$ cat config.mk
export PLATFORM = sky130hd
export DESIGN_NAME = reg_scoreboard
export DESIGN_NICKNAME = d
export VERILOG_FILES = /design/src/rtl/rsb_pkg.sv /design/src/rtl/rsb_entry.sv /design/src/rtl/reg_scoreboard.sv
export SDC_FILE = /design/constraint.sdc
export NUM_CORES = 1
export LEC_CHECK = 0
export BUFFER_PORTS_ARGS = -buffer_cell sky130_fd_sc_hd__buf_2
export CAP_MARGIN = 10
export CORE_MARGIN = 8
export CORE_UTILIZATION = 50
export DETAILED_ROUTE_END_ITERATION = 7
export PLACE_DENSITY = 0.72
export SLEW_MARGIN = 20
export SYNTH_ARGS = -nofsm -noshare
export SYNTH_HDL_FRONTEND = slang
export SYNTH_SLANG_ARGS = --single-unit
$ cat constraint.sdc
create_clock -name clk -period 4.1 [get_ports clk]
set_input_delay 0.41 -clock clk [delete_from_list [all_inputs] [get_ports clk]]
set_output_delay 0.41 -clock clk [all_outputs]
set_load 0.01 [all_outputs]
$ cat src/rtl/rsb_pkg.sv
// Shared types and constants for the register scoreboard.
package rsb_pkg;
  localparam int AW    = 4;
  localparam int LAT_W = 2;
  localparam int NREGS = 16;

  typedef logic [AW-1:0]    reg_addr_t;
  typedef logic [LAT_W-1:0] lat_t;

  localparam reg_addr_t REG_ZERO = '0;

  // A latency of zero is not meaningful and is promoted to one cycle.
  function automatic lat_t eff_lat(input lat_t l);
    return (l == '0) ? lat_t'(1) : l;
  endfunction
endpackage

$ cat src/rtl/rsb_entry.sv
// Per-register pending-write counter: load on a new write, else count down to zero.
module rsb_entry
  import rsb_pkg::*;
(
  input  logic clk,
  input  logic rst_n,
  input  logic set_i,
  input  lat_t lat_i,
  output lat_t cnt_o,
  output logic busy_o
);

  lat_t cnt_q, cnt_d;

  // A new write overrides the running countdown.
  always_comb begin
    cnt_d = cnt_q;
    if (set_i)
      cnt_d = lat_i;
    else if (cnt_q != '0)
      cnt_d = cnt_q - lat_t'(1);
  end

  always_ff @(posedge clk or negedge rst_n) begin
    if (!rst_n)
      cnt_q <= '0;
    else
      cnt_q <= cnt_d;
  end

  assign cnt_o  = cnt_q;
  assign busy_o = (cnt_q != '0);

endmodule

$ cat src/rtl/reg_scoreboard.sv
// Decode-stage register scoreboard: RAW/WAW stall and operand forward selects.
// Define RSB_FORWARD_EN to forward results whose counter has reached one.
module reg_scoreboard
  import rsb_pkg::*;
(
  input  logic             clk,
  input  logic             rst_n,
  input  logic             issue_valid,
  input  logic             issue_wen,
  input  reg_addr_t        issue_dst,
  input  lat_t             issue_lat,
  input  reg_addr_t        src_a,
  input  reg_addr_t        src_b,
  input  logic             src_a_used,
  input  logic             src_b_used,
  input  logic             flush,
  output logic             stall,
  output logic             fwd_sel_a,
  output logic             fwd_sel_b,
  output logic [NREGS-1:0] busy_mask
);

  lat_t             cnt [NREGS];
  logic [NREGS-1:0] busy;
  lat_t             lat_eff;
  logic             accept;
  logic             wr_en;
  logic             rd_a, rd_b;
  logic             hazard_a, hazard_b, waw;

  assign lat_eff = eff_lat(issue_lat);
  assign accept  = issue_valid && !stall && !flush;
  assign wr_en   = accept && issue_wen && (issue_dst != REG_ZERO);

  assign cnt[0]  = '0;
  assign busy[0] = 1'b0;

  genvar gi;
  generate
    for (gi = 1; gi < NREGS; gi++) begin : g_entry
      rsb_entry u_entry (
        .clk    (clk),
        .rst_n  (rst_n),
        .set_i  (wr_en && (issue_dst == reg_addr_t'(gi))),
        .lat_i  (lat_eff),
        .cnt_o  (cnt[gi]),
        .busy_o (busy[gi])
      );
    end
  endgenerate

  assign rd_a = src_a_used && (src_a != REG_ZERO);
  assign rd_b = src_b_used && (src_b != REG_ZERO);

  // Hazard checks see pre-update counters, so an instruction never waits on itself.
`ifdef RSB_FORWARD_EN
  assign hazard_a  = rd_a && (cnt[src_a] > lat_t'(1));
  assign hazard_b  = rd_b && (cnt[src_b] > lat_t'(1));
  assign fwd_sel_a = rd_a && (cnt[src_a] == lat_t'(1)) && !stall;
  assign fwd_sel_b = rd_b && (cnt[src_b] == lat_t'(1)) && !stall;
`else
  assign hazard_a  = rd_a && (cnt[src_a] != '0);
  assign hazard_b  = rd_b && (cnt[src_b] != '0);
  assign fwd_sel_a = 1'b0;
  assign fwd_sel_b = 1'b0;
`endif

  // A younger, shorter write must not complete before an older one to the same register.
  assign waw   = issue_wen && (cnt[issue_dst] > lat_eff);
  assign stall = issue_valid && !flush && (hazard_a || hazard_b || waw);

  assign busy_mask = busy;

endmodule

* After elaboration in Yosys (flattened, before gate mapping) *
Cells that the tools add are included.

storage, ports and cells
  output and inout port bits = 19
  input bits = 21
  register bits = 30

operators by class
  $add $sub $neg = 15
  multiplexer cells = 40
  reduce and logical (&&, ||, !) cells = 66
  bitwise operators = 3
  order comparisons = 4
  equality and inequality tests = 15

operators with widths
  operator               number
  $mux W2                37
  $reduce_bool A2 Y1     32
  $eq A4 B4 Y1 const B   8
  $sub A2 B1 Y2 const B  15
  $logic_and A1 B1 Y1    26
  $bmux W2 S4            3
  $eq A4 B3 Y1 const B   4
  $ge A5 B5 Y1 const B   3
  $not A4 Y5             3
  $reduce_bool A4 Y1     3
  $eq A4 B2 Y1 const B   2
  $eq A4 B1 Y1 const B   1
  $gt A2 B2 Y1           1
  $logic_not A1 Y1       2
  $logic_not A2 Y1       1
  $logic_or A1 B1 Y1     2

* Longest topological paths before layout *
  depth in word-level cells = 16
  gate-level depth with buffers = 11
  depth with buffers taken out = 11

* Modules after synthesis *
Synthesis repeated with hierarchy kept, for this count alone.

second synthesis, totals
  cells, all modules = 314
  area total of the unflattened synthesis = 2801.4 um^2

by module, submodules not included
  module                               cells each  instances  area each (um^2)
  rsb_entry (g_entry[11].u_entry ...)  13          14         120.1
  reg_scoreboard                       119         1          1003.5
  rsb_entry (g_entry[10].u_entry)      13          1          116.4

* Worst setup path after synthesis *
OpenSTA, ideal clock, no wires.

  kind = input to register
  start point = input port issue_dst[0]
  end point = register g_entry[2].u_entry.cnt_q[1]
  buffers on the path = 3
  arrival time = 3531 ps
  library setup time = 128 ps
  setup slack = 442 ps
  stages on the path = 10
  cell sequence = clkbuf_1 clkbuf_1 mux4_2 mux4_2 ha_1 nor2b_1 o211ai_1 clkbuf_1 nand4_1 mux2_1

between the ends
  word-level cells in the longest chain between the ends = 15

RTL lines
  item                                                  line                  source
  from (decl)                                           reg_scoreboard.sv:10  input reg_addr_t issue_dst,
  $not A4 Y5 (implied by the code)                      reg_scoreboard.sv:69  assign waw = issue_wen && (cnt[issue_dst] > lat_eff);
  $bmux W2 S4                                           reg_scoreboard.sv:69
  $mux W2 (implied by the code) (2 in series)           reg_scoreboard.sv:69
  $gt A2 B2 Y1                                          reg_scoreboard.sv:69
  $logic_and A1 B1 Y1                                   reg_scoreboard.sv:69
  $logic_or A1 B1 Y1                                    reg_scoreboard.sv:70  assign stall = issue_valid && !flush && (hazard_a || hazard_b || waw);
  $logic_and A1 B1 Y1                                   reg_scoreboard.sv:70
  $logic_not A1 Y1                                      reg_scoreboard.sv:32  assign accept = issue_valid && !stall && !flush;
  $logic_and A1 B1 Y1 (2 in series)                     reg_scoreboard.sv:32
  $logic_and A1 B1 Y1 (2 in series)                     reg_scoreboard.sv:33  assign wr_en = accept && issue_wen && (issue_dst != REG_ZERO);
  $logic_and A1 B1 Y1 (*)                               reg_scoreboard.sv:44  .set_i (wr_en && (issue_dst == reg_addr_t'(gi))),
  $mux W2 / $reduce_bool A2 Y1 (equally long branches)  -
  to (signal assigned)                                  rsb_entry.sv:28       cnt_q <= cnt_d;
  to (decl)                                             rsb_entry.sv:13       lat_t cnt_q, cnt_d;

Mark *: on every way between the ends. The rest lies on a longest branch, timed or not. The select of a mux whose other input is x is not followed.
A chain may end at the register's enable or synchronous reset.

* Worst setup path after layout *
  start point = input port issue_dst[0]
  end point = output port stall

between the ends
  word-level cells in the longest chain between the ends = 8

RTL lines
  item                                         line                  source
  $not A4 Y5 (implied by the code)             reg_scoreboard.sv:69
  $bmux W2 S4                                  reg_scoreboard.sv:69
  $mux W2 (implied by the code) (2 in series)  reg_scoreboard.sv:69
  $gt A2 B2 Y1                                 reg_scoreboard.sv:69
  $logic_and A1 B1 Y1                          reg_scoreboard.sv:69
  $logic_or A1 B1 Y1                           reg_scoreboard.sv:70
  $logic_and A1 B1 Y1                          reg_scoreboard.sv:70
  to (decl)                                    reg_scoreboard.sv:17  output logic stall,

Every way passes these cells. The select of a mux whose other input is x is not followed.

==> metrics.json <==
{
  "cts_htree_levels": 2,
  "die_w_um": 89.3,
  "worst_setup_hold_path_clk_slew_ps": 60,
  "critical_path.top_delay_family": "multiplexers",
  "vdd_ir_drop_max_mv": 0.430,
  "delay_contributed_by_the_slowest_stage_of_the_critical_path_ps": 560,
  "instances_no_fill": 370,
  "critical_path_cell_count": 8,
  "avgSynthCellArea_um2": 9.66,
  "clock_sinks": 30,
  "synth_seq_cells": 30,
  "worst-r2r-cell-count": 9,
  "total_power_mw": 2.16,
  "critical_path.endpoint_type": "output pin",
  "finClkSkew_ps": 3.79,
  "vias_per_cell": 5.49,
  "fin_setup_tns_ps": 0,
  "timing.final.crit_period_ps": 3320,
  "design.portCount": 40,
  "gr-usage-all-layers": 0.168,
  "total_leakage_power_nw": 1.57,
  "drtPass1Iterations": 4,
  "cp-start-kind": "primary input",
  "path_cells": "buf_2 > mux4_2 > mux4_2 > ha_1 > nor2b_1 > o211ai_1 > a21oi_1 > buf_2",
  "cts_resized": 0,
  "maximum_count_of_clock_buffers_along_a_single_path": 2,
  "synth-warning-count": 0,
  "setup-violations-final": 0,
  "critical_path.endpoint": "stall",
  "critical_path_class": "primary input to output pin",
  "max_cap_violations": 0,
  "most_area_consuming_cells_after_synthesis": "dfrtp_1, mux4_2, mux2i_1",
  "outcome": "completed",
  "synth_seq_area_share": 0.279,
  "power-per-cell-area_nw_per_um2": 745,
  "cp_data_arrival_time_ps": 2910,
  "tritoncts": "done",
  "r2r-start": "g_entry[7].u_entry.cnt_o[1]",
  "worst_ep_required_time_ps": 3690,
  "rows": 26,
  "hpwlAfterDp_um": 4910,
  "cts_made_buffers": 5,
  "max_reg_flops": 30,
  "grt_pass1_vias": 2051,
  "final-hold-violation-count": 0,
  "area_growth_pct": 7.78,
  "syn_area_um2": 2690,
  "detailedRoute.firstIterationViolations": 120,
  "wl_um": 6130,
  "die_y_um": 89.3,
  "postSynthCellCount": 278,
  "clock.fmax_mhz": 301,
  "synth_top_cell_area_share": 0.279,
  "detailroute.via_count": 2031,
  "numPlacedInstances": 362,
  "route.detailed.drc": 0,
  "holdCritPathClass": "primary input to asynchronous set/reset pin",
  "worstSetupStartpoint": "issue_dst[0]",
  "grt_pass1_wl_um": 10100,
  "worstPathBufferInverterCount": 2,
  "critical_path.slowest_cell": "mux4_2",
  "timing.final.crit_share": 0.810,
  "finish.instance_area_um2": 2900,
  "setup_repair_after_global_routing_missed_its_margin": "false",
  "floorplan.core_area_um2": 5140,
  "synth.largest_area_cell": "dfrtp_1",
  "wl_per_cell_um": 16.6,
  "worst_slew_pin_slew_ps": 703,
  "io_buffer_count": 36,
  "holdBufCountCts": 0,
  "worst_slew_margin_rel": 0.531,
  "clock_latency_ps": 280,
  "grt_antenna_before_repair": 0,
  "antenna_left": 0,
  "num_antenna_cells": 0,
  "count_of_unique_library_cells_instantiated_by_yosys": 35,
  "total_number_of_nets_in_the_final_design": 337,
  "post_route_cells_drive_above_1_share": 0.240,
  "post_cts.repair.setup_buffers": 0,
  "maxSlewViolCount": 0,
  "crit_fanout": 16,
  "cts_root_buf": "clkbuf_8",
  "initial_core_util": 0.523,
  "grt_remaining_overflow": 0,
  "finalWeightedCongestion": 0.851,
  "grt_start_max_net_pins": 31,
  "placed_cell_area_um2": 2800,
  "timing.reg2reg.setup_slack_ps": 940,
  "crit-reg2reg-capture": "g_entry[8].u_entry.cnt_o[1]",
  "die-area_um2": 7970
}
==> layout by cell type, fill, tap and decap left out <==
master,n
inv_1,51
buf_2,36
mux2i_1,31
dfrtp_1,30
nor2_1,24
ha_1,17
xor2_1,15
mux4_2,14
nand4_1,10
mux2_2,9
nand2_1,7
a21oi_1,7
clkbuf_8,6
nor2b_1,4
nor3b_1,4
and3b_1,4
o21ai_0,3
and3_1,3
conb_1,3
a22o_1,2
o211ai_1,2
nand3_1,2
mux2_1,2
buf_4,2
nor3_1,1
a211o_1,1
nand4b_1,1
o31ai_1,1
o221ai_1,1
o211a_4,1
nand2b_1,1
or2_2,1
nand3_2,1
mux2_4,1
clkinv_2,1
clkbuf_1,1
==> through the flow <==
stage               utilization  hold slack (ps)  setup slack, ps
global route              0.563              220              626
floorplan                     -              114              442
finish                    0.563              168              777
detailed placement        0.546              498              540
global placement          0.546              487              598
CTS                       0.563              192              763
==> layer usage <==
layer / up-vias / wire length [um] / GRT usage
met4: 0 / 72 / 0.0378
li1: 967 / - / -
met2: 55 / 3190 / 0.304
met5: - / 0 / 0
met1: 1000 / 2500 / 0.192
met3: 9 / 368 / 0.0423
==> how the worst min path moves through the flow <==
stage                                              end  slack [ps]  cells past startpoint
final                      g_entry[5].u_entry.cnt_o[1]         170                      1
after detailed placement   g_entry[2].u_entry.cnt_o[0]         500                      1
after global placement     g_entry[2].u_entry.cnt_o[0]         490                      1
after global routing       g_entry[7].u_entry.cnt_o[1]         220                      1
after floorplan           g_entry[10].u_entry.cnt_o[0]         110                      0
after CTS                  g_entry[3].u_entry.cnt_o[0]         190                      1
==> kinds of logic after synthesis <==
kind of cell               Yosys count  share of synthesized area
AOI/OAI and AO/OA                   18                     0.0466
xor gates and xnor gates            15                     0.0489
adders and majority gates           17                     0.0792
buffers and inverters               77                      0.136
DFF                                 30                      0.279
muxes                               57                      0.285
other                                1                    0.00140
and+or+nand+nor                     63                      0.124
==> where the power goes <==
group	internal, mW	leakage, nW	switching, mW
Clock	0.135	0.0482	0.114
Sequential	0.468	0.351	0.183
Combinational	0.642	1.17	0.616
==> cell usage after synthesis <==
cell,instances
nor2b_1,4
buf_6,1
a211o_1,1
mux2i_1,31
a21oi_1,7
xor2_1,15
mux4_2,14
or2_2,1
mux2_2,9
dfrtp_1,30
buf_1,1
buf_4,18
nand4_1,10
clkbuf_1,6
nor3_1,1
o31ai_1,1
ha_1,17
o211a_4,1
and3b_1,4
o221ai_1,1
inv_1,51
nand3_1,2
o211ai_1,2
nor2_1,24
a22o_1,2
mux2_1,2
o21ai_0,3
nor3b_1,4
nand2b_1,1
nand3_2,1
nand2_1,7
mux2_4,1
conb_1,1
and3_1,3
nand4b_1,1
==> cell type report <==
class	count	area (um^2)
Timing Repair Buffer	38	195
Inverter	51	191
Clock buffer	7	86.3
Multi-Input combinational cell	173	1580
Fill cell	483	2240
Clock inverter	1	5.00
Sequential cell	30	751
Tap cell	70	87.6
Note: power is estimated with default switching activity, not from simulation.
